File: src/rtl/dec_3_8_hold_v_pkg.sv
// Shared definitions for the sequential 3-to-8 decoder: FSM encodings, FIFO entry
// layout and the one-hot decode used by both the RTL and pattern checks.
package dec_3_8_hold_v_pkg;

    typedef enum logic [1:0] {
        ST_IDLE = 2'd0,
        ST_HOLD = 2'd1,
        ST_GAP  = 2'd2
    } state_t;

    localparam int ENTRY_W = 4;
    localparam int CNT_W   = 8;

    typedef struct packed {
        logic       none;
        logic [2:0] code;
    } entry_t;

    // A "none" entry decodes to all-zero but is still replayed like a real code.
    function automatic logic [7:0] decode_onehot(input entry_t e);
        logic [7:0] pat;
        case (e.code)
            3'd0:    pat = 8'h01;
            3'd1:    pat = 8'h02;
            3'd2:    pat = 8'h04;
            3'd3:    pat = 8'h08;
            3'd4:    pat = 8'h10;
            3'd5:    pat = 8'h20;
            3'd6:    pat = 8'h40;
            3'd7:    pat = 8'h80;
            default: pat = 8'h00;
        endcase
        return e.none ? 8'h00 : pat;
    endfunction

endpackage

File: src/rtl/dec_3_8_hold_v_fifo.sv
// Small synchronous FIFO with show-ahead read data; pushes when full and pops when
// empty are ignored so the stored order can never be corrupted.
module sync_fifo_v #(
    parameter int WIDTH = 4,
    parameter int DEPTH = 4
) (
    input  logic                       i_clk,
    input  logic                       i_rst_n,
    input  logic                       push,
    input  logic [WIDTH-1:0]           wr_data,
    input  logic                       pop,
    output logic [WIDTH-1:0]           rd_data,
    output logic                       full,
    output logic                       empty,
    output logic [$clog2(DEPTH):0]     count
);

    localparam int AW = $clog2(DEPTH);
    localparam int CW = AW + 1;

    logic [WIDTH-1:0] mem_r [DEPTH];
    logic [AW-1:0]    wr_ptr_r;
    logic [AW-1:0]    rd_ptr_r;
    logic [CW-1:0]    count_r;
    logic             push_ok_s;
    logic             pop_ok_s;

    assign full      = (count_r == CW'(DEPTH));
    assign empty     = (count_r == {CW{1'b0}});
    assign count     = count_r;
    assign rd_data   = mem_r[rd_ptr_r];
    assign push_ok_s = push && !full;
    assign pop_ok_s  = pop && !empty;

    // Storage array; only the slot under the write pointer changes.
    always_ff @(posedge i_clk or negedge i_rst_n) begin
        if (!i_rst_n) begin
            for (int i = 0; i < DEPTH; i++) begin
                mem_r[i] <= {WIDTH{1'b0}};
            end
        end else if (push_ok_s) begin
            mem_r[wr_ptr_r] <= wr_data;
        end
    end

    // Pointers wrap naturally because DEPTH is a power of two.
    always_ff @(posedge i_clk or negedge i_rst_n) begin
        if (!i_rst_n) begin
            wr_ptr_r <= {AW{1'b0}};
            rd_ptr_r <= {AW{1'b0}};
        end else begin
            if (push_ok_s) begin
                wr_ptr_r <= wr_ptr_r + AW'(1);
            end
            if (pop_ok_s) begin
                rd_ptr_r <= rd_ptr_r + AW'(1);
            end
        end
    end

    // Occupancy; a simultaneous push and pop leaves it unchanged.
    always_ff @(posedge i_clk or negedge i_rst_n) begin
        if (!i_rst_n) begin
            count_r <= {CW{1'b0}};
        end else begin
            case ({push_ok_s, pop_ok_s})
                2'b10:   count_r <= count_r + CW'(1);
                2'b01:   count_r <= count_r - CW'(1);
                default: count_r <= count_r;
            endcase
        end
    end

endmodule

File: src/rtl/dec_3_8_hold_v.sv
// Sequential 3-to-8 decoder: queues {none, code} entries and replays each as a
// one-hot pattern held HOLD_CYCLES, followed by GAP_CYCLES of all-zero output.
module dec_3_8_hold_v
    import dec_3_8_hold_v_pkg::*;
#(
    parameter int HOLD_CYCLES = 4,
    parameter int GAP_CYCLES  = 1,
    parameter int DEPTH       = 4
) (
    input  logic       i_clk,
    input  logic       i_rst_n,
    input  logic [2:0] i_code,
    input  logic       i_none,
    input  logic       i_valid,
    output logic       o_ready,
    output logic [7:0] o_code,
    output logic       o_strobe,
    output logic       o_busy
);

    localparam int               CW     = $clog2(DEPTH) + 1;
    localparam bit               GAP_EN = (GAP_CYCLES > 0);
    localparam logic [CNT_W-1:0] HOLD_M1 = CNT_W'(HOLD_CYCLES - 1);
    localparam logic [CNT_W-1:0] GAP_M1  = GAP_EN ? CNT_W'(GAP_CYCLES - 1) : {CNT_W{1'b0}};

    if (HOLD_CYCLES < 1 || HOLD_CYCLES > 255 || GAP_CYCLES < 0 || GAP_CYCLES > 255 ||
        DEPTH < 2 || (DEPTH & (DEPTH - 1)) != 0) begin : g_cfg_err
        $error("dec_3_8_hold_v: illegal HOLD_CYCLES/GAP_CYCLES/DEPTH configuration");
    end

    state_t             state_r;
    state_t             state_s;
    logic [CNT_W-1:0]   cnt_r;
    logic [CNT_W-1:0]   cnt_s;
    logic [7:0]         code_r;
    logic [7:0]         code_s;
    logic               strobe_r;
    logic               strobe_s;
    logic               load_s;
    logic               fifo_full_s;
    logic               fifo_empty_s;
    logic [CW-1:0]      fifo_count_s;
    logic [ENTRY_W-1:0] fifo_rd_s;
    entry_t             head_s;

    assign head_s   = fifo_rd_s;
    assign o_ready  = !fifo_full_s;
    assign o_busy   = (state_r != ST_IDLE) || (fifo_count_s != {CW{1'b0}});
    assign o_code   = code_r;
    assign o_strobe = strobe_r;

    sync_fifo_v #(
        .WIDTH (ENTRY_W),
        .DEPTH (DEPTH)
    ) u_fifo (
        .i_clk   (i_clk),
        .i_rst_n (i_rst_n),
        .push    (i_valid && o_ready),
        .wr_data ({i_none, i_code}),
        .pop     (load_s),
        .rd_data (fifo_rd_s),
        .full    (fifo_full_s),
        .empty   (fifo_empty_s),
        .count   (fifo_count_s)
    );

    // Next-state, counter and output pattern; a load pops the FIFO head.
    always_comb begin
        state_s  = state_r;
        cnt_s    = cnt_r;
        code_s   = code_r;
        strobe_s = 1'b0;
        load_s   = 1'b0;
        case (state_r)
            ST_IDLE: begin
                code_s = 8'h00;
                if (!fifo_empty_s) begin
                    load_s = 1'b1;
                end else begin
                    load_s = 1'b0;
                end
            end
            ST_HOLD: begin
                if (cnt_r != {CNT_W{1'b0}}) begin
                    cnt_s = cnt_r - CNT_W'(1);
                end else if (GAP_EN) begin
                    code_s  = 8'h00;
                    cnt_s   = GAP_M1;
                    state_s = ST_GAP;
                end else if (!fifo_empty_s) begin
                    load_s = 1'b1;
                end else begin
                    code_s  = 8'h00;
                    state_s = ST_IDLE;
                end
            end
            ST_GAP: begin
                code_s = 8'h00;
                if (cnt_r != {CNT_W{1'b0}}) begin
                    cnt_s = cnt_r - CNT_W'(1);
                end else if (!fifo_empty_s) begin
                    load_s = 1'b1;
                end else begin
                    state_s = ST_IDLE;
                end
            end
            default: begin
                state_s = ST_IDLE;
                cnt_s   = {CNT_W{1'b0}};
                code_s  = 8'h00;
            end
        endcase

        if (load_s) begin
            code_s   = decode_onehot(head_s);
            strobe_s = 1'b1;
            cnt_s    = HOLD_M1;
            state_s  = ST_HOLD;
        end else begin
            strobe_s = 1'b0;
        end
    end

    // State and output registers; reset drops any pattern in flight.
    always_ff @(posedge i_clk or negedge i_rst_n) begin
        if (!i_rst_n) begin
            state_r  <= ST_IDLE;
            cnt_r    <= {CNT_W{1'b0}};
            code_r   <= 8'h00;
            strobe_r <= 1'b0;
        end else begin
            state_r  <= state_s;
            cnt_r    <= cnt_s;
            code_r   <= code_s;
            strobe_r <= strobe_s;
        end
    end

endmodule

File: config.mk
export PLATFORM = sky130hd
export DESIGN_NAME = dec_3_8_hold_v
export DESIGN_NICKNAME = d
export VERILOG_FILES = /design/src/rtl/dec_3_8_hold_v_pkg.sv /design/src/rtl/dec_3_8_hold_v_fifo.sv /design/src/rtl/dec_3_8_hold_v.sv
export SDC_FILE = /design/constraint.sdc
export NUM_CORES = 1
export LEC_CHECK = 0
export ABC_AREA = 1
export CORE_MARGIN = 2
export CORE_UTILIZATION = 52
export DETAILED_ROUTE_END_ITERATION = 6
export PLACE_DENSITY = 0.75
export SYNTH_ARGS = -nofsm -noshare
export SYNTH_HDL_FRONTEND = slang
export SYNTH_SLANG_ARGS = --single-unit
File: constraint.sdc
create_clock -name i_clk -period 2.2 [get_ports i_clk]
set_input_delay 0.44 -clock i_clk [delete_from_list [all_inputs] [get_ports i_clk]]
set_output_delay 0.44 -clock i_clk [all_outputs]
set_load 0.03 [all_outputs]
==> impl_metrics.yaml <==
cells_and_area:
  area_delta_synth_final_pct: 15.3
  drive_gt1_share_pct: 13.4
  fin_cells: 340
  diodes: 0
  utilization_pct: 63.3
  fin_nets: 307
clock_network:
  path_clk_slew_ns: 0.08
  htreeDepth: 2
  cts_tree: "done"
  cts_sinks: 42
  cts_setup_buffers: 0
  clockRootBuffer: "clkbuf_8"
  cts_buffer_depth: 2
  clock_latency_ns: 0.30
  cts_inserted_buffers: 5
power_and_ir_drop:
  p_leak_nw: 1.30
  p_comb_share_pct: 55.5
  p_int_w: 0.00221
  pwr-share-seq_pct: 32.4
  ir_worst_vdd_uv: 691
  power_w: 0.00420
  power.density_nw_per_um2: 1620
  clock_power_share_pct: 12.1
  power_switching_w: 0.00199
  swShare_pct: 47.3
worst_setup_path:
  worstSetupPathType: "register to register"
  cp-end-kind: "register"
  worstPathArrival_ns: 2.21
  setup.worst_path.end: "u_fifo.count[2]"
  required_ns: 2.38
  cp-startpoint: "cnt_r[1]"
  crit_chain: "inv_1 -> ha_1 -> nand2_2 -> nor2_8 -> nand3_4 -> nand2_2 -> ha_1 -> inv_1 -> fa_2 -> a21oi_2 -> o21ai_1 -> xor2_1"
  r2r_start: "cnt_r[1]"
  crit_path_max_fanout: 3
  critPathSlowestCell: "dfrtp_1"
  critPathMaxStageDelay_ns: 0.40
  start_kind: "register"
  regToRegEndpoint: "u_fifo.count[2]"
  r2r_cells: 12
  ff2ff_setup_slack_ns: 0.17
synthesis:
  synth_nets: 280
  ys.flop_type: "dfrtp_1"
  synth-edff-count: 0
  syn_area_um2: 2240
  ys_ff_latch: 42
  synthArstFlopShare_pct: 100
  seq_area_frac_synth_pct: 46.8
  yosysWarnings: 0
  yosysTopAreaCellShare_pct: 46.8
  netlist_top_cells_area: "dfrtp_1 47%, nand2_1 14%, nand3_1 6.7%"
  syn_inst: 262
  yosys.cell_types.count: 26
  synth_top_cell_by_area: "dfrtp_1"
  syn-mean-instance-area_um2: 8.56
run_status:
  outcome: "completed"
sta:
  finalWorstSetupSlack_ns: 0.174
  fin_tns_setup_ns: 0
  worst_pin_slew_ns: 0.518
  setup_violations: 0
  slew_violations: 0
  fmax_mhz: 494
  fin_crit_ns: 2.03
  rsz0062_at_grt: "false"
  hold_violations: 0
  finClkSkew_ns: 0.00896
  relSlewSlack_pct: 65.5
  post-route-period-util_pct: 92.1
routing:
  drtIter0Drc: 89
  num_vias: 1722
  wl_per_cell_um: 11.5
  detail_route.wirelength_um: 3910
  detail-route-antenna-nets: 0
  vias_per_cell: 5.06
  drc: 0
  firstDrtPassIters: 4
place:
  gp_congestion: 0.825
  preCtsSetupSlack_ns: 0.0593
  place_inst: 332
  hpwl_um: 2800
  portBuffers: 17
global_routing:
  grt_max_degree: 43
  grt_remaining_overflow: 0
  grt_util_all_layers_pct: 18.0
  antenna_found_initial: 0
  grt_pass1_wl_um: 7200
  grt_pass1_vias: 1626
die:
  core_um2: 4090
  rows: 23
  die-area_um2: 4860
  io_pins: 18
  dieHeight_um: 69.7
  die_x_um: 69.7
  start_util_pct: 54.9
hold_path:
  hold_class: "input pin to asynchronous set/reset pin"
job:
  maxCapViolCount: 0
[flip-flops by register name, indices dropped and copies added (netlist names)]
signal / count
o_code: 8
cnt_r: 8
state_r: 2
u_fifo.mem_r: 16
u_fifo.count: 3
u_fifo.rd_ptr_r: 2
u_fifo.wr_ptr_r: 2
o_strobe: 1
[cells in the final DEF (no fill, tap or decap), drive strengths merged]
cell / count
nand3: 32
a21oi: 2
nor2: 22
buf: 6
nand2: 90
clkinv: 2
clkdlybuf4s50: 15
ha: 10
o21bai: 1
dfrtp: 42
xnor2: 3
nand3b: 3
o21ai: 24
dlygate4sd2: 1
xor2: 7
inv: 23
fa: 1
clkbuf: 5
clkinvlp: 1
[per-layer routing]
metal  up-vias  part of all wire, %  GRT usage [%]
met5         -                    0              0
met4         0                  1.5           5.98
met1       800                   51           26.1
met3         6                  4.1           4.80
li1        888                    -              -
met2        28                   43           26.3
[stage by stage]
stage	area [um2]	hold slack, ns
after global routing	2590	0.236
after detailed placement	2490	0.473
after global placement	2490	0.467
final	2590	0.191
after floorplan	2240	0.144
after CTS	2580	0.209
[power by group through the flow]
| stage | clock network, W | logic [W] | registers, W |
|---|---|---|---|
| floorplan | 0 | 0.00172 | 0.00141 |
| finish | 0.000508 | 0.00233 | 0.00136 |
| global placement | 0 | 0.00228 | 0.00137 |
| global route | 0.000549 | 0.00264 | 0.00141 |
| detailed placement | 0 | 0.00232 | 0.00137 |
| CTS | 0.000521 | 0.00233 | 0.00136 |
[cells by family (layout without fill, tap and decap cells)]
family	Yosys count	count (layout)	synth area share [%]
buf+inv	25	53	4.57
simple gates	147	147	31.1
fa+ha+maj	11	11	6.47
flops	42	42	46.8
xor+xnor	10	10	4.24
compound gates	27	27	6.80
[cells in the mapped netlist (2+ instances only)]
master and number:
nand2_2 2, ha_1 10, o21ai_1 6, nor2_4 3, nand3_1 30, inv_2 6
o21ai_0 18, inv_1 17, dfrtp_1 42, nand3b_1 3, xnor2_1 3, xor2_1 6
nand2_4 4, nand2_1 84, nor2_1 17
[critical path, delay by kind of cell, from the launching register on]
family / cells / cell delay (ns)
compound gates: 2 / 0.20
xor+xnor: 1 / 0.14
fa+ha+maj: 3 / 0.65
buf+inv: 2 / 0.15
flops: 1 / 0.40
simple gates: 4 / 0.35
[timing repair]
| action | in CTS | in global routing |
|---|---|---|
| pin swaps | 0 | 1 |
| hold buffers | 0 | 0 |
| gates resized for setup | 1 | 4 |
| cloned | 0 | 0 |
| setup endpoints to repair | 1 | 1 |
| hold endpoints to repair | 0 | 0 |
[how the worst min path moves through the flow]
| stage | from | to | slack (ns) |
|---|---|---|---|
| final | i_rst_n | cnt_r[3] | 0.19 |
| after global routing | i_rst_n | u_fifo.rd_ptr_r[1] | 0.24 |
| after CTS | i_rst_n | u_fifo.mem_r[0] | 0.21 |
| after detailed placement | u_fifo.mem_r[4] | u_fifo.mem_r[4] | 0.47 |
| after global placement | u_fifo.mem_r[3] | u_fifo.mem_r[3] | 0.47 |
| after floorplan | i_rst_n | cnt_r[0] | 0.14 |
[cell type report]
type	instances	area [um2]
clock buffers	5	68.8
flip-flops and latches	42	1050
clock inverters	3	21.3
inverters	23	86.3
fillers	353	1500
repair buffers	22	201
well taps	50	62.6
multi-input cells	195	1100
Power figures use the tool's default switching activity.
